`src/rtl/bram_port_arbiter.sv`:
```
// Round-robin arbiter sharing one block-RAM port among NUM_REQ requesters,
// with optional zero-fill after reset and read-response routing by requester id.
`timescale 1ns/1ps
module bram_port_arbiter #(
  parameter int NUM_REQ       = 4,
  parameter int RAM_WIDTH     = 18,
  parameter int RAM_DEPTH     = 1024,
  parameter int RD_LATENCY    = 2,
  parameter int INIT_ON_RESET = 1,
  localparam int AW           = $clog2(RAM_DEPTH)
) (
  input  logic                           i_clk,
  input  logic                           i_rst,
  input  logic [NUM_REQ-1:0]             i_req_val,
  input  logic [NUM_REQ-1:0]             i_req_we,
  input  logic [NUM_REQ*AW-1:0]          i_req_addr,
  input  logic [NUM_REQ*RAM_WIDTH-1:0]   i_req_d,
  output logic [NUM_REQ-1:0]             o_req_rdy,
  output logic [NUM_REQ-1:0]             o_rsp_val,
  output logic [RAM_WIDTH-1:0]           o_rsp_q,
  output logic [AW-1:0]                  o_ram_a,
  output logic                           o_ram_en,
  output logic                           o_ram_we,
  output logic                           o_ram_re,
  output logic [RAM_WIDTH-1:0]           o_ram_d,
  input  logic [RAM_WIDTH-1:0]           i_ram_q,
  output logic                           o_init_done
);

  localparam int IW = (NUM_REQ > 1) ? $clog2(NUM_REQ) : 1;
  localparam int CW = IW + 1;
  localparam int NW = AW + 1;

  typedef enum logic {ST_INIT = 1'b0, ST_RUN = 1'b1} state_t;

  state_t                r_state;
  state_t                w_state_next;
  logic [NW-1:0]         r_cnt;
  logic                  w_init_wr;
  logic                  w_init_last;
  logic                  r_init_done;
  logic [IW-1:0]         r_ptr;
  logic [IW-1:0]         w_ptr_next;
  logic [IW-1:0]         w_gnt_idx;
  logic                  w_gnt_vld;
  logic                  w_accept;
  logic [NUM_REQ-1:0]    w_gnt_oh;
  logic [AW-1:0]         w_addr [NUM_REQ];
  logic [RAM_WIDTH-1:0]  w_data [NUM_REQ];
  logic                  r_ram_en;
  logic                  r_ram_we;
  logic [AW-1:0]         r_ram_a;
  logic [RAM_WIDTH-1:0]  r_ram_d;
  logic                  r_ram_rd;
  logic [NUM_REQ-1:0]    r_ram_id;
  logic [RD_LATENCY-1:0] r_sh_vld;
  logic [NUM_REQ-1:0]    r_sh_id [RD_LATENCY];

  genvar gi;
  generate
    for (gi = 0; gi < NUM_REQ; gi++) begin : g_unpack
      assign w_addr[gi] = i_req_addr[gi*AW +: AW];
      assign w_data[gi] = i_req_d[gi*RAM_WIDTH +: RAM_WIDTH];
    end
  endgenerate

  always_ff @(posedge i_clk) begin
    if (i_rst) r_state <= (INIT_ON_RESET != 0) ? ST_INIT : ST_RUN;
    else       r_state <= w_state_next;
  end

  always_comb begin
    w_state_next = r_state;
    case (r_state)
      ST_INIT: if (w_init_last) w_state_next = ST_RUN;
      default: w_state_next = ST_RUN;
    endcase
  end

  // Counter runs one past the last address so the final write is on the port
  // for a full cycle before RUN begins.
  always_comb begin
    w_init_wr   = 1'b0;
    w_init_last = 1'b0;
    case (r_state)
      ST_INIT: begin
        w_init_wr   = (r_cnt != NW'(RAM_DEPTH));
        w_init_last = (r_cnt == NW'(RAM_DEPTH));
      end
      default: ;
    endcase
  end

  always_ff @(posedge i_clk) begin
    if (i_rst)          r_cnt <= '0;
    else if (w_init_wr) r_cnt <= r_cnt + NW'(1);
  end

  always_ff @(posedge i_clk) begin
    if (i_rst) r_init_done <= 1'b0;
    else       r_init_done <= (w_state_next == ST_RUN);
  end

  // Search downward so the candidate closest to r_ptr is the last to win.
  always_comb begin
    logic [CW-1:0] cand;
    w_gnt_vld = 1'b0;
    w_gnt_idx = '0;
    cand      = '0;
    for (int i = NUM_REQ - 1; i >= 0; i--) begin
      cand = {1'b0, r_ptr} + CW'(i);
      if (cand >= CW'(NUM_REQ)) cand = cand - CW'(NUM_REQ);
      if (i_req_val[cand[IW-1:0]]) begin
        w_gnt_vld = 1'b1;
        w_gnt_idx = cand[IW-1:0];
      end
    end
  end

  assign w_accept = r_init_done & w_gnt_vld;

  always_comb begin
    w_gnt_oh = '0;
    if (w_accept) w_gnt_oh[w_gnt_idx] = 1'b1;
  end

  always_comb begin
    w_ptr_next = r_ptr;
    if (w_accept)
      w_ptr_next = (w_gnt_idx == IW'(NUM_REQ - 1)) ? '0 : w_gnt_idx + IW'(1);
  end

  always_ff @(posedge i_clk) begin
    if (i_rst) r_ptr <= '0;
    else       r_ptr <= w_ptr_next;
  end

  always_ff @(posedge i_clk) begin
    if (i_rst) begin
      r_ram_en <= 1'b0;
      r_ram_we <= 1'b0;
      r_ram_a  <= '0;
      r_ram_d  <= '0;
      r_ram_rd <= 1'b0;
      r_ram_id <= '0;
    end else if (w_init_wr) begin
      r_ram_en <= 1'b1;
      r_ram_we <= 1'b1;
      r_ram_a  <= r_cnt[AW-1:0];
      r_ram_d  <= '0;
      r_ram_rd <= 1'b0;
    end else if (w_accept) begin
      r_ram_en <= 1'b1;
      r_ram_we <= i_req_we[w_gnt_idx];
      r_ram_a  <= w_addr[w_gnt_idx];
      r_ram_d  <= w_data[w_gnt_idx];
      r_ram_rd <= ~i_req_we[w_gnt_idx];
      r_ram_id <= w_gnt_oh;
    end else begin
      r_ram_en <= 1'b0;
      r_ram_we <= 1'b0;
      r_ram_rd <= 1'b0;
    end
  end

  // Tag pipeline: stage 0 aligns with the cycle after the port is driven.
  always_ff @(posedge i_clk) begin
    if (i_rst) begin
      r_sh_vld <= '0;
      for (int i = 0; i < RD_LATENCY; i++) r_sh_id[i] <= '0;
    end else begin
      r_sh_vld[0] <= r_ram_rd;
      r_sh_id[0]  <= r_ram_id;
      for (int i = 1; i < RD_LATENCY; i++) begin
        r_sh_vld[i] <= r_sh_vld[i-1];
        r_sh_id[i]  <= r_sh_id[i-1];
      end
    end
  end

  generate
    if (RD_LATENCY == 2) begin : g_re_outreg
      assign o_ram_re = r_sh_vld[0];
    end else begin : g_re_none
      assign o_ram_re = 1'b0;
    end
  endgenerate

  assign o_req_rdy   = w_gnt_oh;
  assign o_rsp_val   = r_sh_vld[RD_LATENCY-1] ? r_sh_id[RD_LATENCY-1] : '0;
  assign o_rsp_q     = i_ram_q;
  assign o_ram_en    = r_ram_en;
  assign o_ram_we    = r_ram_we;
  assign o_ram_a     = r_ram_a;
  assign o_ram_d     = r_ram_d;
  assign o_init_done = r_init_done;

endmodule

```
`config.mk`:
```
export PLATFORM = sky130hd
export DESIGN_NAME = bram_port_arbiter
export DESIGN_NICKNAME = d
export VERILOG_FILES = /design/src/rtl/bram_port_arbiter.sv
export SDC_FILE = /design/constraint.sdc
export NUM_CORES = 1
export LEC_CHECK = 0
export ABC_AREA = 1
export CORE_MARGIN = 2
export CORE_UTILIZATION = 37
export DETAILED_ROUTE_END_ITERATION = 6
export PLACE_DENSITY_LB_ADDON = 0.3
export SYNTH_ARGS = -nofsm -noshare
export SYNTH_HDL_FRONTEND = slang
export SYNTH_SLANG_ARGS = --single-unit
```
`constraint.sdc`:
```
create_clock -name i_clk -period 2.3 [get_ports i_clk]
set_input_delay 0.575 -clock i_clk [delete_from_list [all_inputs] [get_ports i_clk]]
set_output_delay 0.575 -clock i_clk [all_outputs]
set_load 0.1 [all_outputs]
```
Yosys cells after proc, flatten, opt, wreduce, memory -nomap -nowiden
Memory sizes are Yosys's and may differ from the RTL's.
Index checks and enable logic that the tools add are counted.
{"block": "word_totals", "register_bits": 51, "latch_bits": 0, "ram_bits": 8, "romBits": 0, "out_inout_bits": 58, "mem_count": 1}
{"name": "r_sh_id", "words": 2, "width": 4, "read_ports": 2, "rd_clocked_by_memory_dff": 0, "write_ports": 2, "line": "57", "text": "logic [NUM_REQ-1:0] r_sh_id [RD_LATENCY];"}
{"block": "op_classes", "add_sub_neg": 9, "multipliers": 0, "n_div": 0, "order_cmp": 11, "eq_ne": 3, "n_shift": 0, "muxes": 48, "n_bitwise": 7, "n_reduce_logical": 5}
{"cell": "$mux W10", "n": 4}
{"cell": "$bmux W18 S2", "n": 1}
{"cell": "$mux W18", "n": 2}
{"cell": "$mux W1", "n": 21}
{"cell": "$bmux W10 S2", "n": 1}
{"cell": "$mux W2", "n": 9}
{"cell": "$mux W4", "n": 4}
{"cell": "$lt A2 B3 Y1 const B", "n": 5}
{"cell": "$ge A3 B3 Y1 const B", "n": 4}
{"cell": "$add A11 B1 Y11 const B", "n": 1}
{"cell": "$eq A11 B11 Y1 const B", "n": 1}
{"cell": "$ne A11 B11 Y1 const B", "n": 1}
{"cell": "$bmux W1 S2", "n": 5}
{"cell": "$sub A2 B1 Y2 const B", "n": 4}
{"cell": "$add A2 B2 Y3 const B", "n": 2}
{"cell": "$add A2 B1 Y3 const B", "n": 1}
{"cell": "$ge A2 B3 Y1 const B", "n": 1}
{"cell": "$not A1 Y1", "n": 3}
{"cell": "$not A2 Y3", "n": 1}
{"cell": "$reduce_or A3 Y1", "n": 1}
{"cell": "$add A2 B1 Y2 const B", "n": 1}
{"cell": "$demux W1 S2", "n": 1}
{"cell": "$eq A2 B2 Y1 const B", "n": 1}
{"cell": "$ge A2 B1 Y1 const B", "n": 1}
{"cell": "other kinds (6)", "n": 7}

Logic depth before layout (Yosys ltp)
Gate-level depths: netlist (run 1).
{"block": "logic_depth", "ltp_word": 15, "mapped_depth": 14}

Worst setup path after synthesis (run 1)
No wires, ideal clock.
{"block": "synth_timing", "path_type": "input to output", "start": "input i_req_val[1]", "end": "output o_req_rdy[0]", "arrival_time_ns": 2.245, "required_time_ns": 1.725, "path_slack_ns": -0.520, "stages": 12, "cell_sequence": "inv_1 -> o21ai_1 -> nand2_1 -> nand3_1 -> nand2_1 -> nand2_2 -> nand2_2 -> buf_2 -> inv_1 -> ha_1 -> nand2_1 -> inv_1"}
{"block": "synth_via", "elab_chain_len": 11}
{"element": "start, declared", "line": "14", "text": "input logic [NUM_REQ-1:0] i_req_val,"}
{"element": "$bmux W1 S2", "line": "113", "text": "if (i_req_val[cand[IW-1:0]]) begin"}
{"element": "$mux W1 (not written as such)", "line": "113"}
{"element": "$mux W2 (4 in a row)", "line": "113"}
{"element": "$lt A2 B3 Y1 (not written as such) / $ge A2 B1 Y1 (equally long branches)", "line": "124", "text": "if (w_accept) w_gnt_oh[w_gnt_idx] = 1'b1;"}
{"element": "$logic_and A1 B1 Y1 (not written as such)", "line": "124"}
{"element": "$mux W1 (not written as such)", "line": "124"}
{"element": "$demux W1 S2", "line": "124"}
{"element": "$mux W4 *", "line": "124"}
{"element": "end, declared", "line": "18", "text": "output logic [NUM_REQ-1:0] o_req_rdy,"}
Mark *: on every way between the ends. The rest lies on a longest branch, timed or not. The select of a mux whose other input is x is not followed.

Worst setup path after layout (run 1)
{"block": "layout_timing", "start": "register r_ptr[0]", "end": "output o_req_rdy[0]"}
{"block": "layout_via", "elab_chain_len": 14}
{"element": "start, declared", "line": "42", "text": "logic [IW-1:0] r_ptr;"}
{"element": "start signal, assigned", "line": "135", "text": "else r_ptr <= w_ptr_next;"}
{"element": "$add A2 B2 Y3", "line": "111", "text": "cand = {1'b0, r_ptr} + CW'(i);"}
{"element": "$ge A3 B3 Y1 / $sub A2 B1 Y2 (equally long branches)", "line": "112", "text": "if (cand >= CW'(NUM_REQ)) cand = cand - CW'(NUM_REQ);"}
{"element": "$mux W2", "line": "112"}
{"element": "$bmux W1 S2", "line": "113"}
{"element": "$mux W1 (not written as such)", "line": "113"}
{"element": "$mux W2 (4 in a row)", "line": "113"}
{"element": "$lt A2 B3 Y1 (not written as such) / $ge A2 B1 Y1 (equally long branches)", "line": "124"}
{"element": "$logic_and A1 B1 Y1 (not written as such)", "line": "124"}
{"element": "$mux W1 (not written as such)", "line": "124"}
{"element": "$demux W1 S2", "line": "124"}
{"element": "$mux W4 *", "line": "124"}
Marks and branches as above.

==> flow_metrics.tcl, run 1 <==
set metrics [dict create \
    cp_top_family "simple AND/OR/NAND/NOR gates" \
    p_per_area_mw_per_mm2 412 \
    hold_path_end "r_sh_id[0][7]" \
    ys_async_sr_fraction_pct 0 \
    drtIter0Drc 299 \
    multi_input_area_mm2 0.00226 \
    reg2reg_from "r_ptr[0]" \
    syn-instance-count 686 \
    grt_pass1_wl_um 20400 \
    worst_slack_ps -334 \
    synth-seq-cells 59 \
    grt_usage_pct 21.7 \
    fin_cells 979 \
    core.rowCount 38 \
    drive_gt1_share_pct 16.7 \
    slew_viol_final 0 \
    vias 4684 \
    cts_max_level 3 \
    dp_slack_ps -741 \
    netlist.top_cell.by_area "dfxtp_1" \
    ir_worst_vdd_uv 229 \
    rsz0062_at_grt "true" \
    synthFlopType "dfxtp_1" \
    synth-compound-area-share_pct 4.34 \
    cp_num_buf_inv 5 \
    status "finished with violations" \
    drt-wirelength-per-cell_um 13.0 \
    fill_cells 1056 \
    power.total_w 0.00255 \
    ff_latch_area_mm2 0.00119 \
    clock_tree.buffer_depth 2 \
    gp_congestion 0.962 \
    cts_tree "built" \
    cts_root_buf "clkbuf_8" \
    chipHeight_um 108 \
    period_share_pct 115 \
    yosys-top-cells-count "nand3_1 (158), nand2_1 (155), inv_1 (139)" \
    grt_max_degree 60 \
    synth_top_family_by_area "simple AND/OR/NAND/NOR gates" \
    numCtsBuffers 9 \
    nNetsFinal 980 \
    fmax_ghz 0.380 \
    ff2ff_path_depth 14 \
    yosysWarnings 0 \
    finClkSkew_ps 11.3 \
    overflow 0 \
    avgSynthCellArea_um2 5.88 \
    muxShareOfSynthArea_pct 0 \
    crit_type "reg -> out" \
    diodes 0 \
    synth_xor_area_share_pct 1.09 \
    r2r_slack_ps 20 \
    slowest_delay_ps 380 \
    ant_nets 0 \
    critPathRequiredTime_ps 1730 \
    crit_path_top_delay_cell "dfxtp_4" \
    power.leakage_nw 3.02 \
    r2r_end "o_ram_we" \
    start_kind "register" \
    cts.sinks 59 \
    start_util_pct 37.6 \
    clkLatencyLatePin_ps 340 \
    timing.hold.ws_ps 405 \
    hold_path.class "reg -> reg" \
    synthesis.area_mm2 0.00404 \
    finalSetupViolations 4 \
    hold_violations 0 \
    timing.slew.headroom_pct 59.7 \
    hpwl_um 9070 \
    die_x_um 108 \
    crit_path_max_fanout 6 \
    cap_violations 0 \
    first_global_vias 4442 \
    area_growth_pct 53.5 \
    dieArea_mm2 0.0118 \
    vias_per_cell 4.78 \
    cpMostUsedCell "nand2_4" \
    dr.pass1.iters 7 \
    synth.yosys.seq_area_share_pct 29.3 \
    synth_cell_types 25 \
    ios 198 \
    clkTransAtPathRegs_ps 70 \
    yosys.area_share.simple_pct 41.7 \
    antenna_found_initial 0 \
    synth_edf_count 0 \
    dp_cells 951 \
    hp-start "r_sh_id[0][3]" \
    drc 1 \
    synthTopCellsByArea "dfxtp_1 (29%), nand3_1 (20%), nand2_1 (14%)" \
    crit_path_cell_trace "buf_6 > nand2_4 > nand3_2 > nand2_1 > inv_2 > nand2_2 > nand2_4 > nand2_8 > inv_4 > ha_4 > nand2_4 > clkinvlp_4 > buf_12" \
    synth.most_common_cell "nand3_1" \
    port_buffers 161 \
    violations "DRC, setup timing" \
    core_mm2 0.0107 \
    drt_wl_total_um 12700 \
    worst_pin_slew_ps 605 \
    synth_fa_ha_area_share_pct 1.86 \
    syn_nets 832 \
    whs_path_depth 2 \
    cp.arrival_ps 2060 \
    synth_top_area_share_pct 29.3 \
    layout_min_cycle_time_ps 2630 \
    cp-end-kind "primary output" \
    place_area_mm2 0.00571 \
    final_cell_area_mm2 0.00619 \
    ctsHoldBuffers 0 \
]
[flip-flops by register name (all words and copies together) (netlist names)]
name         flops
o_init_done      1
o_ram_a         10
o_ram_d         18
o_ram_en         1
o_ram_we         1
r_cnt           11
r_ptr            2
r_ram_id         4
r_ram_rd         1
r_sh_id          8
r_sh_vld         2
[cell usage in the layout (no fill, tap or decap), drive strengths merged]
cell             n
nor4             2
clkdlybuf4s15    4
buf             70
xnor2            2
nor3             6
xor2             3
nand2          158
clkdlybuf4s50  117
nor3b            1
nand3          159
nand4            3
and3             1
dfxtp           59
o21ai           24
clkinv           5
ha               6
nor2            55
bufinv           1
clkinvlp         6
inv            135
a21oi           11
clkbuf          11
[timing repair]
action | in CTS | in global routing
gates cloned | 0 | 0
pin swaps | 7 | 9
endpoints found under the setup margin | 34 | 34
buffers inserted | 6 | 6
endpoints found under the hold margin | 0 | 0
gates resized for setup | 27 | 28
[cell families (layout without fill, tap and decap cells)]
kind of cell    after synthesis  count (layout)
simple gates                385             385
fa+ha+maj                     6               6
xor+xnor                      5               5
buf+inv                     196             349
compound gates               35              35
flops                        59              59
[power breakdown]
part / internal [W] / switching [W]
sequential: 0.00103 / 0.00000736
combinational: 0.000300 / 0.000270
clock: 0.000524 / 0.000418
total: 0.00185 / 0.000696
[area by class of cell]
cell class / count / share of cell area [%]
Clock inverter: 5 / 0.849
Clock buffer: 11 / 2.28
Multi-Input combinational cell: 431 / 36.4
Timing Repair Buffer: 191 / 29.2
Inverter: 142 / 9.19
Tap cell: 140 / 2.83
Sequential cell: 59 / 19.2
[per-stage QoR]
step | util, % | setup TNS (ps)
detailed placement | 53.2 | -20380
floorplan | - | -845
finish | 57.6 | -1250
CTS | 56.0 | -1260
global placement | 53.2 | -16930
global route | 57.6 | -2710
[layer usage]
metal,global-route usage (%),part of all wire (%),vias up
met3,6.57,8.0,29
met1,25.7,41,2088
li1,-,-,2380
met5,0,0,-
met4,8.42,2.2,0
met2,36.6,49,187
[worst max-delay path by stage]
stage                 start           end  slack, ps  depth (start not counted)
6_report           r_ptr[0]  o_req_rdy[0]       -330                         13
5_1_grt            r_ptr[1]  o_req_rdy[0]       -420                         12
4_1_cts            r_ptr[0]  o_req_rdy[0]       -340                         12
3_5_place_dp   i_req_val[3]  o_req_rdy[0]       -740                         13
3_3_place_gp   i_req_val[1]  o_req_rdy[0]       -630                         13
2_1_floorplan  i_req_val[0]  o_req_rdy[0]       -230                         13
[worst reg2reg max path: stages, from the launching register on]
cell and delay [ps]:
dfxtp_4 380, buf_6 150, nand2_4 90, nand3_2 120
nand2_1 120, inv_2 70, nand2_2 90, nand2_4 70
nand2_8 100, buf_4 480, nand2_1 160, nand3_1 110
nand3_1 130, nand2_1 80, inv_1 40
Power figures use the tool's default switching activity.
==> inputs of run 2 (changes only) <==
--- a/config.mk
+++ b/config.mk
@@ -7,7 +7,7 @@
 export LEC_CHECK = 0
 export ABC_AREA = 1
 export CORE_MARGIN = 2
-export CORE_UTILIZATION = 37
+export CORE_UTILIZATION = 41
 export DETAILED_ROUTE_END_ITERATION = 6
 export PLACE_DENSITY_LB_ADDON = 0.3
 export SYNTH_ARGS = -nofsm -noshare
==> constraint.sdc (replaced) <==
create_clock -name i_clk -period 2.9 [get_ports i_clk]
set_input_delay 0.725 -clock i_clk [delete_from_list [all_inputs] [get_ports i_clk]]
set_output_delay 0.725 -clock i_clk [all_outputs]
set_load 0.1 [all_outputs]
==> flow_metrics.tcl, run 2 (same netlist as run 1, synthesis figures left out) <==
set metrics [dict create \
    grt_max_degree 60 \
    cts_max_level 3 \
    diodes 0 \
    chipHeight_um 103 \
    hold_violations 0 \
    gp_congestion 0.935 \
    clock_tree.buffer_depth 2 \
    ant_nets 0 \
    largest_register_ffs 18 \
    port_buffers 161 \
    r2r_end "o_ram_we" \
    clkLatencyLatePin_ps 340 \
    clkTransAtPathRegs_ps 70 \
    hpwl_um 8950 \
    vias_per_cell 4.85 \
    r2r_slack_ps 470 \
    finalSetupViolations 0 \
    ir_worst_vdd_uv 169 \
    dieArea_mm2 0.0107 \
    drtIter0Drc 287 \
    status "finished, final reports clean" \
    reg2reg_from "r_ptr[0]" \
    pwr-share-comb_pct 21.3 \
    place_area_mm2 0.00556 \
    first_global_vias 4283 \
    fill_cells 890 \
    worst_pin_slew_ps 841 \
    p_per_area_mw_per_mm2 345 \
    layout_min_cycle_time_ps 2830 \
    cts_root_buf "clkbuf_8" \
    core_mm2 0.00968 \
    dr.pass1.iters 5 \
    cp-end-kind "primary output" \
    vias 4672 \
    final_cell_area_mm2 0.00602 \
    overflow 0 \
    fmax_ghz 0.354 \
    slew_viol_final 0 \
    nNetsFinal 972 \
    drt_wl_total_um 12500 \
    hp-start "r_sh_id[0][2]" \
    period_share_pct 97.5 \
    clkPwrFrac_pct 39.0 \
    cts.sinks 59 \
    start_kind "primary input" \
    die_x_um 103 \
    power.leakage_nw 2.93 \
    final_cell_mix "nand3_1 (151), nand2_1 (141), inv_1 (130)" \
    start_util_pct 41.7 \
    switching_share_pct 26.0 \
    antenna_found_initial 0 \
    core.rowCount 36 \
    cap_violations 0 \
    ff2ff_path_depth 16 \
    pwr-share-seq_pct 39.6 \
    drc 0 \
    layout_commonest_cell "nand3_1" \
    grt_usage_pct 23.5 \
    cp-startpoint "i_req_val[0]" \
    critPathRequiredTime_ps 2170 \
    crit_path_max_fanout 4 \
    drive_gt1_share_pct 15.1 \
    drt-wirelength-per-cell_um 13.0 \
    whs_path_depth 2 \
    p_int_w 0.00154 \
    grt_pass1_wl_um 20000 \
    ctsHoldBuffers 0 \
    cts_tree "built" \
    hold_path_end "r_sh_id[0][6]" \
    power.total_w 0.00208 \
    hold_path.class "reg -> reg" \
    numCtsBuffers 9 \
    cp.arrival_ps 2100 \
    ios 198 \
    timing.slew.headroom_pct 43.7 \
    area_growth_pct 49.1 \
    p_switching_w 0.000539 \
    finClkSkew_ps 11.4 \
    crit_type "in -> out" \
]
## run 2: changes by cell type in the layout (fill, tap and decap cells not counted), sizes merged
cell	change
buf	-8
clkbuf	+7
clkdlybuf4s15	-4
clkinv	-3
clkinvlp	-2
inv	+1
## run 2: power groups by stage
stage | combinational [W] | clock, W | sequential [W]
3_5_place_dp | 0.000416 | 0 | 0.000842
2_1_floorplan | 0.000304 | 0 | 0.000868
4_1_cts | 0.000426 | 0.000825 | 0.000824
3_3_place_gp | 0.000410 | 0 | 0.000842
6_report | 0.000443 | 0.000810 | 0.000822
5_1_grt | 0.000486 | 0.000858 | 0.000823
## run 2: worst max-delay path by stage
stage / slack (ps) / end
finish: 70 / o_req_rdy[0]
global route: -30 / o_req_rdy[2]
CTS: 10 / o_req_rdy[0]
detailed placement: -340 / o_req_rdy[1]
global placement: -250 / o_req_rdy[0]
floorplan: -20 / o_req_rdy[0]
## run 2: cell type report
type | instances | area (um^2) | share of cell area (%)
clock buffer | 14 | 183 | 3.04
multi-input combinational | 431 | 2190 | 36.3
clock inverter | 1 | 30.0 | 0.499
tap | 133 | 166 | 2.77
inverter | 142 | 553 | 9.19
timing repair buffer | 183 | 1710 | 28.4
sequential | 59 | 1190 | 19.8
## run 2: stage by stage
stage	util, %	setup TNS (ps)	worst slack [ps]	hold slack, ps	instances
after floorplan	-	-32.1	-16.1	388	686
after global placement	57.4	-982	-253	390	940
after detailed placement	57.4	-1330	-338	398	940
after CTS	60.6	0	11.6	408	959
after global routing	62.1	-64.2	-34.2	427	963
final	62.1	0	72.9	405	963
## run 2: worst max-delay path, stage by stage
cell        delay (ps)
clkbuf_2           100
inv_1               40
nand2_2            130
nand3_4             90
nand2_2             90
nand3_4             90
nand2_2             70
nand2_2             80
nand2_4            130
inv_4               60
ha_4               160
nand2_4             70
clkinvlp_4          90
buf_12             170
## run 2: metal layers
metal | GRT usage, % | up-vias | wire (um)
met5 | 0 | - | 0
met4 | 8.50 | 0 | 292
met3 | 6.38 | 34 | 1040
met2 | 38.9 | 186 | 6130
met1 | 29.5 | 2083 | 5070
li1 | - | 2369 | -
## run 2: repair_timing
action	in CTS	in global routing
gates resized for setup	27	36
pin swaps	10	11
endpoints found under the setup margin	4	4
buffers inserted	4	4
==> inputs of run 3 (changes only) <==
--- a/config.mk
+++ b/config.mk
@@ -10,6 +10,7 @@
 export CORE_UTILIZATION = 41
 export DETAILED_ROUTE_END_ITERATION = 6
 export PLACE_DENSITY_LB_ADDON = 0.3
+export SLEW_MARGIN = 20
 export SYNTH_ARGS = -nofsm -noshare
 export SYNTH_HDL_FRONTEND = slang
 export SYNTH_SLANG_ARGS = --single-unit
==> results of run 3 <==
No change in the layout: final DEF, timing and power equal those of run 2.
